$ cat src/rtl/dcache_tag_ctrl_pkg.sv
// Shared definitions for the D-cache tag sequencer: controller states, line-address
// width and the tag-width helper used by the interface and the controller.
package dcache_tag_ctrl_pkg;

  localparam int unsigned LADR_W      = 23;
  localparam int unsigned DRWIDTH_DEF = 12;

  typedef enum logic [2:0] {
    ST_INIT   = 3'd0,
    ST_IDLE   = 3'd1,
    ST_LOOKUP = 3'd2,
    ST_MISS   = 3'd3,
    ST_UPDATE = 3'd4,
    ST_FLUSH  = 3'd5
  } state_t;

  // Tag field width for a given index width (line address minus index bits).
  function automatic int unsigned tag_w(input int unsigned drwidth);
    return LADR_W - drwidth;
  endfunction

endpackage

$ cat src/rtl/dcache_tag_ctrl_if.sv
// Bundle of the tag sequencer's external handshakes:
//  - lookup request/response with the MA-stage front end (req_*, resp_*)
//  - refill handshake with the memory refill engine (refill_*)
//  - invalidate-all request/busy (flush_*)
//  - tag RAM read/write port (tag_*), RAM registers tag_radr, tag_rdata follows 1 cycle later
// Modport slave is the controller's view, master is the surrounding environment's.
interface dcache_tag_ctrl_if #(
  parameter int unsigned DRWIDTH = dcache_tag_ctrl_pkg::DRWIDTH_DEF
);

  localparam int unsigned LADR_W = dcache_tag_ctrl_pkg::LADR_W;
  localparam int unsigned ENT_W  = dcache_tag_ctrl_pkg::tag_w(DRWIDTH) + 1;

  logic                req_valid;
  logic [LADR_W-1:0]   req_ladr;
  logic                req_ready;
  logic                resp_valid;
  logic                resp_hit;
  logic                refill_req;
  logic [LADR_W-1:0]   refill_ladr;
  logic                refill_done;
  logic                flush_req;
  logic                flush_busy;
  logic [DRWIDTH-1:0]  tag_radr;
  logic [ENT_W-1:0]    tag_rdata;
  logic [DRWIDTH-1:0]  tag_wadr;
  logic [ENT_W-1:0]    tag_wdata;
  logic                tag_wen;

  modport slave (
    input  req_valid, req_ladr, refill_done, flush_req, tag_rdata,
    output req_ready, resp_valid, resp_hit, refill_req, refill_ladr,
           flush_busy, tag_radr, tag_wadr, tag_wdata, tag_wen
  );

  modport master (
    output req_valid, req_ladr, refill_done, flush_req, tag_rdata,
    input  req_ready, resp_valid, resp_hit, refill_req, refill_ladr,
           flush_busy, tag_radr, tag_wadr, tag_wdata, tag_wen
  );

endinterface

$ cat src/rtl/dcache_tag_ctrl.sv
// Sequencer for the direct-mapped D-cache tag RAM. Clears every tag after reset,
// performs hit/miss lookups, requests a refill on miss, writes {valid,tag} once the
// refill completes and runs invalidate-all sweeps on flush requests.
// Ports:
//  clk  - clock
//  rst  - synchronous reset, active-high
//  bus  - dcache_tag_ctrl_if.slave: lookup, refill, flush and tag RAM port signals
// All outputs are registers except req_ready (blocked in the cycle a new flush arrives,
// since flush wins over a lookup) and tag_radr (follows req_ladr so the RAM can register
// the index in the accept cycle). A lookup response appears the cycle after LOOKUP.
module dcache_tag_ctrl
  import dcache_tag_ctrl_pkg::*;
#(
  parameter int unsigned DRWIDTH = DRWIDTH_DEF
) (
  input  logic             clk,
  input  logic             rst,
  dcache_tag_ctrl_if.slave bus
);

  localparam int unsigned       TAG_W   = tag_w(DRWIDTH);
  localparam int unsigned       ENT_W   = TAG_W + 1;
  localparam logic [DRWIDTH-1:0] CNT_MAX = '1;

  state_t              r_state;
  logic [DRWIDTH-1:0]  r_cnt;
  logic [LADR_W-1:0]   r_ladr;
  logic                r_flush_pend;
  logic                r_req_ready;
  logic                r_resp_valid;
  logic                r_resp_hit;
  logic                r_refill_req;
  logic [LADR_W-1:0]   r_refill_ladr;
  logic                r_flush_busy;
  logic                r_tag_wen;
  logic [DRWIDTH-1:0]  r_tag_wadr;
  logic [ENT_W-1:0]    r_tag_wdata;

  logic                w_flush_any;
  logic [ENT_W-1:0]    w_tag_expect;
  logic                w_tag_match;

  // A flush is due if one is already pending or arrives this cycle.
  assign w_flush_any  = r_flush_pend | bus.flush_req;
  // Entry the latched line must match to hit; also the value written after refill.
  assign w_tag_expect = {1'b1, r_ladr[LADR_W-1:DRWIDTH]};
  assign w_tag_match  = (bus.tag_rdata == w_tag_expect);

  // Controller FSM with registered outputs, loaded for the state being entered.
  always_ff @(posedge clk) begin
    if (rst) begin
      r_state       <= ST_INIT;
      r_cnt         <= '0;
      r_ladr        <= '0;
      r_flush_pend  <= 1'b0;
      r_req_ready   <= 1'b0;
      r_resp_valid  <= 1'b0;
      r_resp_hit    <= 1'b0;
      r_refill_req  <= 1'b0;
      r_refill_ladr <= '0;
      r_flush_busy  <= 1'b1;
      r_tag_wen     <= 1'b0;
      r_tag_wadr    <= '0;
      r_tag_wdata   <= '0;
    end else begin
      r_resp_valid <= 1'b0;
      r_tag_wen    <= 1'b0;

      // Flushes seen outside IDLE collapse into one pending sweep.
      if (bus.flush_req && (r_state != ST_IDLE)) begin
        r_flush_pend <= 1'b1;
      end

      case (r_state)
        ST_INIT, ST_FLUSH: begin
          // One entry cleared per cycle; the write for cnt lands the following cycle.
          r_tag_wen   <= 1'b1;
          r_tag_wadr  <= r_cnt;
          r_tag_wdata <= '0;
          r_cnt       <= r_cnt + DRWIDTH'(1);
          if (r_cnt == CNT_MAX) begin
            r_state      <= ST_IDLE;
            r_flush_busy <= 1'b0;
            r_req_ready  <= ~w_flush_any;
          end
        end

        ST_IDLE: begin
          if (w_flush_any) begin
            r_state      <= ST_FLUSH;
            r_cnt        <= '0;
            r_flush_pend <= 1'b0;
            r_flush_busy <= 1'b1;
            r_req_ready  <= 1'b0;
          end else if (bus.req_valid && r_req_ready) begin
            r_ladr      <= bus.req_ladr;
            r_state     <= ST_LOOKUP;
            r_req_ready <= 1'b0;
          end
        end

        ST_LOOKUP: begin
          if (w_tag_match) begin
            r_resp_valid <= 1'b1;
            r_resp_hit   <= 1'b1;
            r_state      <= ST_IDLE;
            r_req_ready  <= ~w_flush_any;
          end else begin
            r_refill_req  <= 1'b1;
            r_refill_ladr <= r_ladr;
            r_state       <= ST_MISS;
          end
        end

        ST_MISS: begin
          if (bus.refill_done) begin
            r_refill_req <= 1'b0;
            r_tag_wen    <= 1'b1;
            r_tag_wadr   <= r_ladr[DRWIDTH-1:0];
            r_tag_wdata  <= w_tag_expect;
            r_resp_valid <= 1'b1;
            r_resp_hit   <= 1'b0;
            r_state      <= ST_UPDATE;
          end
        end

        ST_UPDATE: begin
          r_state     <= ST_IDLE;
          r_req_ready <= ~w_flush_any;
        end

        default: begin
          r_state      <= ST_INIT;
          r_cnt        <= '0;
          r_flush_busy <= 1'b1;
          r_req_ready  <= 1'b0;
          r_refill_req <= 1'b0;
        end
      endcase
    end
  end

  // A flush arriving in IDLE takes priority, so it also withdraws the ready.
  assign bus.req_ready   = r_req_ready & ~bus.flush_req;
  assign bus.tag_radr    = bus.req_ladr[DRWIDTH-1:0];
  assign bus.resp_valid  = r_resp_valid;
  assign bus.resp_hit    = r_resp_hit;
  assign bus.refill_req  = r_refill_req;
  assign bus.refill_ladr = r_refill_ladr;
  assign bus.flush_busy  = r_flush_busy;
  assign bus.tag_wen     = r_tag_wen;
  assign bus.tag_wadr    = r_tag_wadr;
  assign bus.tag_wdata   = r_tag_wdata;

endmodule
$ cat src/flat_wrapper.sv
// flat-port wrapper written by rule: the top's interface ports become plain ports
module dcache_tag_ctrl_flat import dcache_tag_ctrl_pkg::*;
#(
  parameter int unsigned DRWIDTH = DRWIDTH_DEF
)
  (clk, rst, bus_req_valid, bus_req_ladr, bus_refill_done, bus_flush_req, bus_tag_rdata, bus_req_ready, bus_resp_valid, bus_resp_hit, bus_refill_req, bus_refill_ladr, bus_flush_busy, bus_tag_radr, bus_tag_wadr, bus_tag_wdata, bus_tag_wen);
  dcache_tag_ctrl_if #(.DRWIDTH(DRWIDTH)) bus_i ();
  input  logic clk;
  input  logic rst;
  input wire logic [$bits(bus_i.req_valid)-1:0] bus_req_valid;
  input wire logic [$bits(bus_i.req_ladr)-1:0] bus_req_ladr;
  input wire logic [$bits(bus_i.refill_done)-1:0] bus_refill_done;
  input wire logic [$bits(bus_i.flush_req)-1:0] bus_flush_req;
  input wire logic [$bits(bus_i.tag_rdata)-1:0] bus_tag_rdata;
  output wire logic [$bits(bus_i.req_ready)-1:0] bus_req_ready;
  output wire logic [$bits(bus_i.resp_valid)-1:0] bus_resp_valid;
  output wire logic [$bits(bus_i.resp_hit)-1:0] bus_resp_hit;
  output wire logic [$bits(bus_i.refill_req)-1:0] bus_refill_req;
  output wire logic [$bits(bus_i.refill_ladr)-1:0] bus_refill_ladr;
  output wire logic [$bits(bus_i.flush_busy)-1:0] bus_flush_busy;
  output wire logic [$bits(bus_i.tag_radr)-1:0] bus_tag_radr;
  output wire logic [$bits(bus_i.tag_wadr)-1:0] bus_tag_wadr;
  output wire logic [$bits(bus_i.tag_wdata)-1:0] bus_tag_wdata;
  output wire logic [$bits(bus_i.tag_wen)-1:0] bus_tag_wen;
  assign bus_i.req_valid = bus_req_valid;
  assign bus_i.req_ladr = bus_req_ladr;
  assign bus_i.refill_done = bus_refill_done;
  assign bus_i.flush_req = bus_flush_req;
  assign bus_i.tag_rdata = bus_tag_rdata;
  assign bus_req_ready = bus_i.req_ready;
  assign bus_resp_valid = bus_i.resp_valid;
  assign bus_resp_hit = bus_i.resp_hit;
  assign bus_refill_req = bus_i.refill_req;
  assign bus_refill_ladr = bus_i.refill_ladr;
  assign bus_flush_busy = bus_i.flush_busy;
  assign bus_tag_radr = bus_i.tag_radr;
  assign bus_tag_wadr = bus_i.tag_wadr;
  assign bus_tag_wdata = bus_i.tag_wdata;
  assign bus_tag_wen = bus_i.tag_wen;
  dcache_tag_ctrl #(.DRWIDTH(DRWIDTH)) u_core (.clk(clk), .rst(rst), .bus(bus_i));
endmodule
$ cat config.mk
export PLATFORM = sky130hd
export DESIGN_NAME = dcache_tag_ctrl_flat
export DESIGN_NICKNAME = d
export VERILOG_FILES = /design/src/rtl/dcache_tag_ctrl_pkg.sv /design/src/rtl/dcache_tag_ctrl_if.sv /design/src/rtl/dcache_tag_ctrl.sv /design/src/flat_wrapper.sv
export SDC_FILE = /design/constraint.sdc
export NUM_CORES = 1
export LEC_CHECK = 0
export ABC_AREA = 0
export BUFFER_PORTS_ARGS = -buffer_cell sky130_fd_sc_hd__buf_2
export CAP_MARGIN = 30
export CORE_ASPECT_RATIO = 1.1
export CORE_UTILIZATION = 49
export CTS_CLUSTER_DIAMETER = 40
export DETAILED_ROUTE_END_ITERATION = 10
export PLACE_DENSITY = 0.86
export SYNTH_ARGS = -nofsm -noshare
export SYNTH_HDL_FRONTEND = slang
export SYNTH_SLANG_ARGS = --single-unit
$ cat constraint.sdc
create_clock -name clk -period 4 [get_ports clk]
set_input_delay 0.8 -clock clk [delete_from_list [all_inputs] [get_ports clk]]
set_output_delay 0.8 -clock clk [all_outputs]
set_load 0.02 [all_outputs]
# Yosys cells after proc, flatten, opt, wreduce, memory -nomap -nowiden

Index checks and enable logic that the tools add are counted.
W data, S select, Z words.

Input port bits: 40
Output and inout port bits: 65
Bits in registers: 92
Logic and storage cells: 85

Equal/unequal tests: 14
Add/sub/neg operators: 1
Reductions and logical operators: 17
Bitwise gates (word level): 8
Muxes and demuxes: 32

Operators with widths:

| kind                    | count |
|---|---|
| $pmux W12 S2            | 2 |
| $mux W12                | 3 |
| $pmux W12 S3            | 1 |
| $pmux W3 S5             | 1 |
| $reduce_and A3 Y1       | 5 |
| $mux W1                 | 14 |
| $add A12 B1 Y12 const B | 1 |
| $eq A12 B12 Y1          | 1 |
| $eq A12 B12 Y1 const B  | 1 |
| $mux W3                 | 4 |
| $eq A3 B2 Y1 const B    | 2 |
| $eq A3 B3 Y1 const B    | 2 |
| $ne A2 B1 Y1 const B    | 3 |
| $ne A3 B1 Y1 const B    | 2 |
| $not A1 Y1              | 6 |
| $pmux W1 S2             | 3 |
| $pmux W1 S3             | 2 |
| $reduce_and A2 Y1       | 3 |
| $pmux W1 S5             | 1 |
| $ne A2 B2 Y1 const B    | 2 |
| $reduce_and A4 Y1       | 1 |
| $reduce_bool A2 Y1      | 2 |
| $reduce_or A4 Y1        | 1 |
| $eq A3 B1 Y1 const B    | 1 |
| 7 further kinds         | 8 |

# Longest topological paths before layout

Depth in word-level cells: 5
Depth in mapped cells: 8
Mapped depth without buffers: 6

# Worst setup path after synthesis

Ideal clock, no wire load.

Path type: input to register
From: in bus_tag_rdata[5]
To: reg u_core.r_state[1]
Path buffers: 3
Required time: 3884 ps
Cell stages on the path: 8
Path slack: 1746 ps
Setup time: 116 ps
Data arrival time: 2138 ps
Cell sequence: xnor2_1 > nand4_1 > or3_1 > buf_2 > and2_4 > buf_6 > buf_6 > o211a_1

Word-level cells in the longest chain between the ends: 3

RTL lines:

| item                 | RTL line               | RTL |
|---|---|---|
| start, declared      | flat_wrapper.sv:14     | `input wire logic [$bits(bus_i.tag_rdata)-1:0] bus_tag_rdata;` |
| $eq A12 B12 Y1       | dcache_tag_ctrl.sv:47  | `assign w_tag_match = (bus.tag_rdata == w_tag_expect);` |
| $mux W2              | dcache_tag_ctrl.sv:103 | `if (w_tag_match) begin` |
| $pmux W3 S5          | dcache_tag_ctrl.sv:74  | `case (r_state)` |
| end signal, assigned | dcache_tag_ctrl.sv:52  | `r_state <= ST_INIT;` |
| end signal, assigned | dcache_tag_ctrl.sv:82  | `r_state <= ST_IDLE;` |
| end signal, assigned | dcache_tag_ctrl.sv:106 | `r_state <= ST_IDLE;` |
| end, declared        | dcache_tag_ctrl.sv:25  | `state_t r_state;` |

Every way passes these cells.
A chain may end at the register's enable or synchronous reset.

# Worst setup path after layout

From: in bus_tag_rdata[0]
To: reg u_core.r_refill_ladr[9] (netlist: u_core.bus.refill_ladr[9])

Word-level cells in the longest chain between the ends: 3

RTL lines:

| item                               | RTL line               | RTL |
|---|---|---|
| $eq A12 B12 Y1                     | dcache_tag_ctrl.sv:47  |  |
| $not A1 Y1 (no source line)        | -                      |  |
| $reduce_and A2 Y1 (no source line) | -                      |  |
| end signal, assigned               | dcache_tag_ctrl.sv:110 | `r_refill_ladr <= r_ladr;` |
| end, declared                      | dcache_tag_ctrl.sv:33  | `logic [LADR_W-1:0] r_refill_ladr;` |

Every way passes these cells.

==> metrics.cfg <==
[outcome]
status = finished, final reports clean

[cts]
clkTransAtPathRegs_ps = 80
root_buffer = clkbuf_8
cts_buffers = 9
cts_resized = 0
cts.sinks = 92
ctsHtreeMaxLevel = 3
cts_tree = built
clkLatencyLatePin_ps = 360
hold_buffers = 0
post_cts.repair.setup_buffers = 0
clockBufferDepth = 2

[detailed_routing]
vias = 3510
wl_per_cell_microns = 15.15
drc = 0
wl_microns = 9694
firstDrtPassIters = 4
ant_nets = 0
avgViaCountPerCell = 5.484
first_iter_violations = 154

[global_route]
grt_pass1_wl_microns = 15100
grt_antenna_before_repair = 0
track_usage = 0.2379
overflow = 0
grt_max_degree = 56
grt_pass1_vias = 3197

[finish]
drive_gt1_frac = 0.2449
nets = 571
syn_to_final_growth_pct = 18.75
filler_cell_count = 685
register_area_sq_um = 1842
antenna_cells = 0
multi_input_area_sq_um = 1800

[setup_path]
crit_type = input pin to flip-flop
cp_max_fo = 26
critPathLaunchType = input pin
end_kind = flip-flop
arrival_ps = 2690
startpoint = bus_tag_rdata[0]
critPathRequiredTime_ps = 4250
r2r-start = u_core.r_ladr[12]

[job]
maxCapViolCount = 0

[sta]
hold_violations = 0
slew_headroom = 0.4293
finalCriticalPeriod_ps = 2442
rsz0062_at_grt = false
final-max-slew-violation-count = 0
hold_slack_ps = 476.5
worstMarginPinSlew_ps = 856.1
fin_crit_sh = 0.6104
fin_setup_tns_ps = 0
skew_ps = 7.689
setup_viol_count_final = 0
fmax_mhz = 409.6

[logic_synthesis]
syn_area_sq_um = 3904
synth_nets = 493
synth.ff_latch_count = 92
synthCells = 452
netlist-cell-type-count = 40
ys.flop_type = dfxtp_1
asyncSetResetFlopFracSynth = 0
postSynthAreaPerCell_sq_um = 8.637
synth_edf_count = 0
synth_seq_area_share = 0.4718
synth_warnings = 0

[power]
leakagePower_nw = 1.929
seqPwrFrac = 0.454
internal_power_mw = 1.606
p_clk_frac = 0.319
p_sw_frac = 0.3127
power_density_nw_per_um2 = 504.1
p_comb_frac = 0.227
switching_power_uw = 730.6
irDropWorstVdd_mv = 0.3260

[floorplanning]
dieHeight_microns = 95.62
die_w_microns = 87.11
initial_utilization = 0.5138
rows = 33
die_area_sq_um = 8329
core-area_sq_um = 7597
io_pins = 105

[worst_hold_path]
hold_class = flip-flop to flip-flop
hp-start = u_core.bus.flush_busy

[placed_design]
dp_hpwl_microns = 6950
routabilityCongestion = 0.8869
numPortBuffers = 104

-- placed cells by master (no fill, tap or decap), drive strengths merged, types with 2 or more instances in the layout --
master and n:
a21o 2, nor3 3, xnor2 12, nand4 10
a31o 23, a21oi 52, a22oi 12, bufinv 3
nand2 81, xor2 9, nor3b 3, nor2b 3
inv 4, and3 4, nand2b 4, nor2 42
nand3 3, a211oi 14, and2 4, dfxtp 92
clkbuf 11, buf 114, o31ai 3, mux2i 14
o21ai 3
-- metal layers --
metal / routed length (microns) / global-route usage / share of wire / up-vias
li1: - / - / - / 1707
met1: 3972 / 0.2837 / 0.41 / 1623
met2: 4737 / 0.4081 / 0.49 / 151
met3: 675 / 0.04675 / 0.070 / 29
met4: 308 / 0.1189 / 0.032 / 0
met5: 0 / 0 / 0 / -
-- worst paths after layout --
kind                            cells past startpoint                   endpoint  slack [ps]
worst max-delay path                                6  u_core.bus.refill_ladr[9]        1560
worst min register to register                      1      u_core.bus.flush_busy         480
worst max register to register                      5  u_core.bus.refill_ladr[9]        1720
worst min-delay path                                1      u_core.bus.flush_busy         480
-- cell type report --
class,instances,area share
tap,105,0.02834
timing repair buffer,114,0.1328
sequential,92,0.3973
clock buffer,11,0.02834
inverter,2,0.001619
multi-input combinational,311,0.3884
clock inverter,5,0.02321
-- flip-flops by register name, summed over array words and instances, names as in the netlist --
register	flops
u_core.r_req_ready	1
u_core.bus.refill_ladr	23
u_core.bus.tag_wdata	12
u_core.bus.resp_hit	1
u_core.bus.resp_valid	1
u_core.bus.tag_wadr	12
u_core.bus.flush_busy	1
u_core.r_cnt	12
u_core.bus.refill_req	1
u_core.r_flush_pend	1
u_core.r_ladr	23
u_core.bus.tag_wen	1
u_core.r_state	3
-- cells by family (layout without fill, tap and decap cells) --
kind of cell    after synthesis  count (layout)  share of synthesized area
xor+xnor                     21              21                    0.04712
compound gates              114             114                     0.1920
buf+inv                      49             132                    0.06699
fa+ha+maj                     1               1                   0.003205
simple gates                161             161                     0.1830
mux                          14              14                    0.03590
flops                        92              92                     0.4718
-- power by group through the flow --
stage                     registers (mW)  clock network (mW)  logic, mW
after floorplan                     1.12                   0      0.350
after global placement              1.08                   0      0.516
after detailed placement            1.08                   0      0.529
after CTS                           1.06               0.756      0.530
after global routing                1.07               0.791      0.585
final                               1.06               0.745      0.530
-- worst max-delay path, cell delays in order --
cell and delay [ps]:
buf_2 100, xnor2_1 220, nand4_1 150, or3_1 750
and2_4 420, a31o_1 240
-- through the flow --
stage	total power, mW	util	cell area, sq um	instances	setup slack [ps]
after floorplan	1.474	-	3904	452	1746
after global placement	1.595	0.5741	4362	622	1193
after detailed placement	1.614	0.5761	4377	623	1197
after CTS	2.349	0.6075	4616	639	1577
after global routing	2.450	0.6102	4636	640	1436
final	2.337	0.6102	4636	640	1558
-- cell usage after synthesis, types with 2 or more instances --
library cell / instances / area share
mux2i_1: 14 / 0.036
nor2b_1: 3 / 0.0048
nor3b_1: 2 / 0.0038
o31ai_1: 3 / 0.0058
buf_6: 3 / 0.0087
nor3_1: 2 / 0.0026
dfxtp_1: 92 / 0.47
nand2_1: 81 / 0.078
nand2b_1: 4 / 0.0064
nand3_1: 3 / 0.0038
xnor2_1: 12 / 0.027
a21oi_1: 52 / 0.067
and3_1: 4 / 0.0064
a22oi_1: 12 / 0.023
clkbuf_1: 24 / 0.023
nand4_1: 10 / 0.016
a21o_1: 2 / 0.0038
xor2_1: 9 / 0.020
buf_4: 12 / 0.023
inv_1: 2 / 0.0019
a31o_1: 23 / 0.052
a211oi_1: 14 / 0.027
nor2_1: 42 / 0.040
buf_2: 8 / 0.010
and2_1: 3 / 0.0048
o21ai_1: 2 / 0.0026
(Power assumes the default switching activity.)
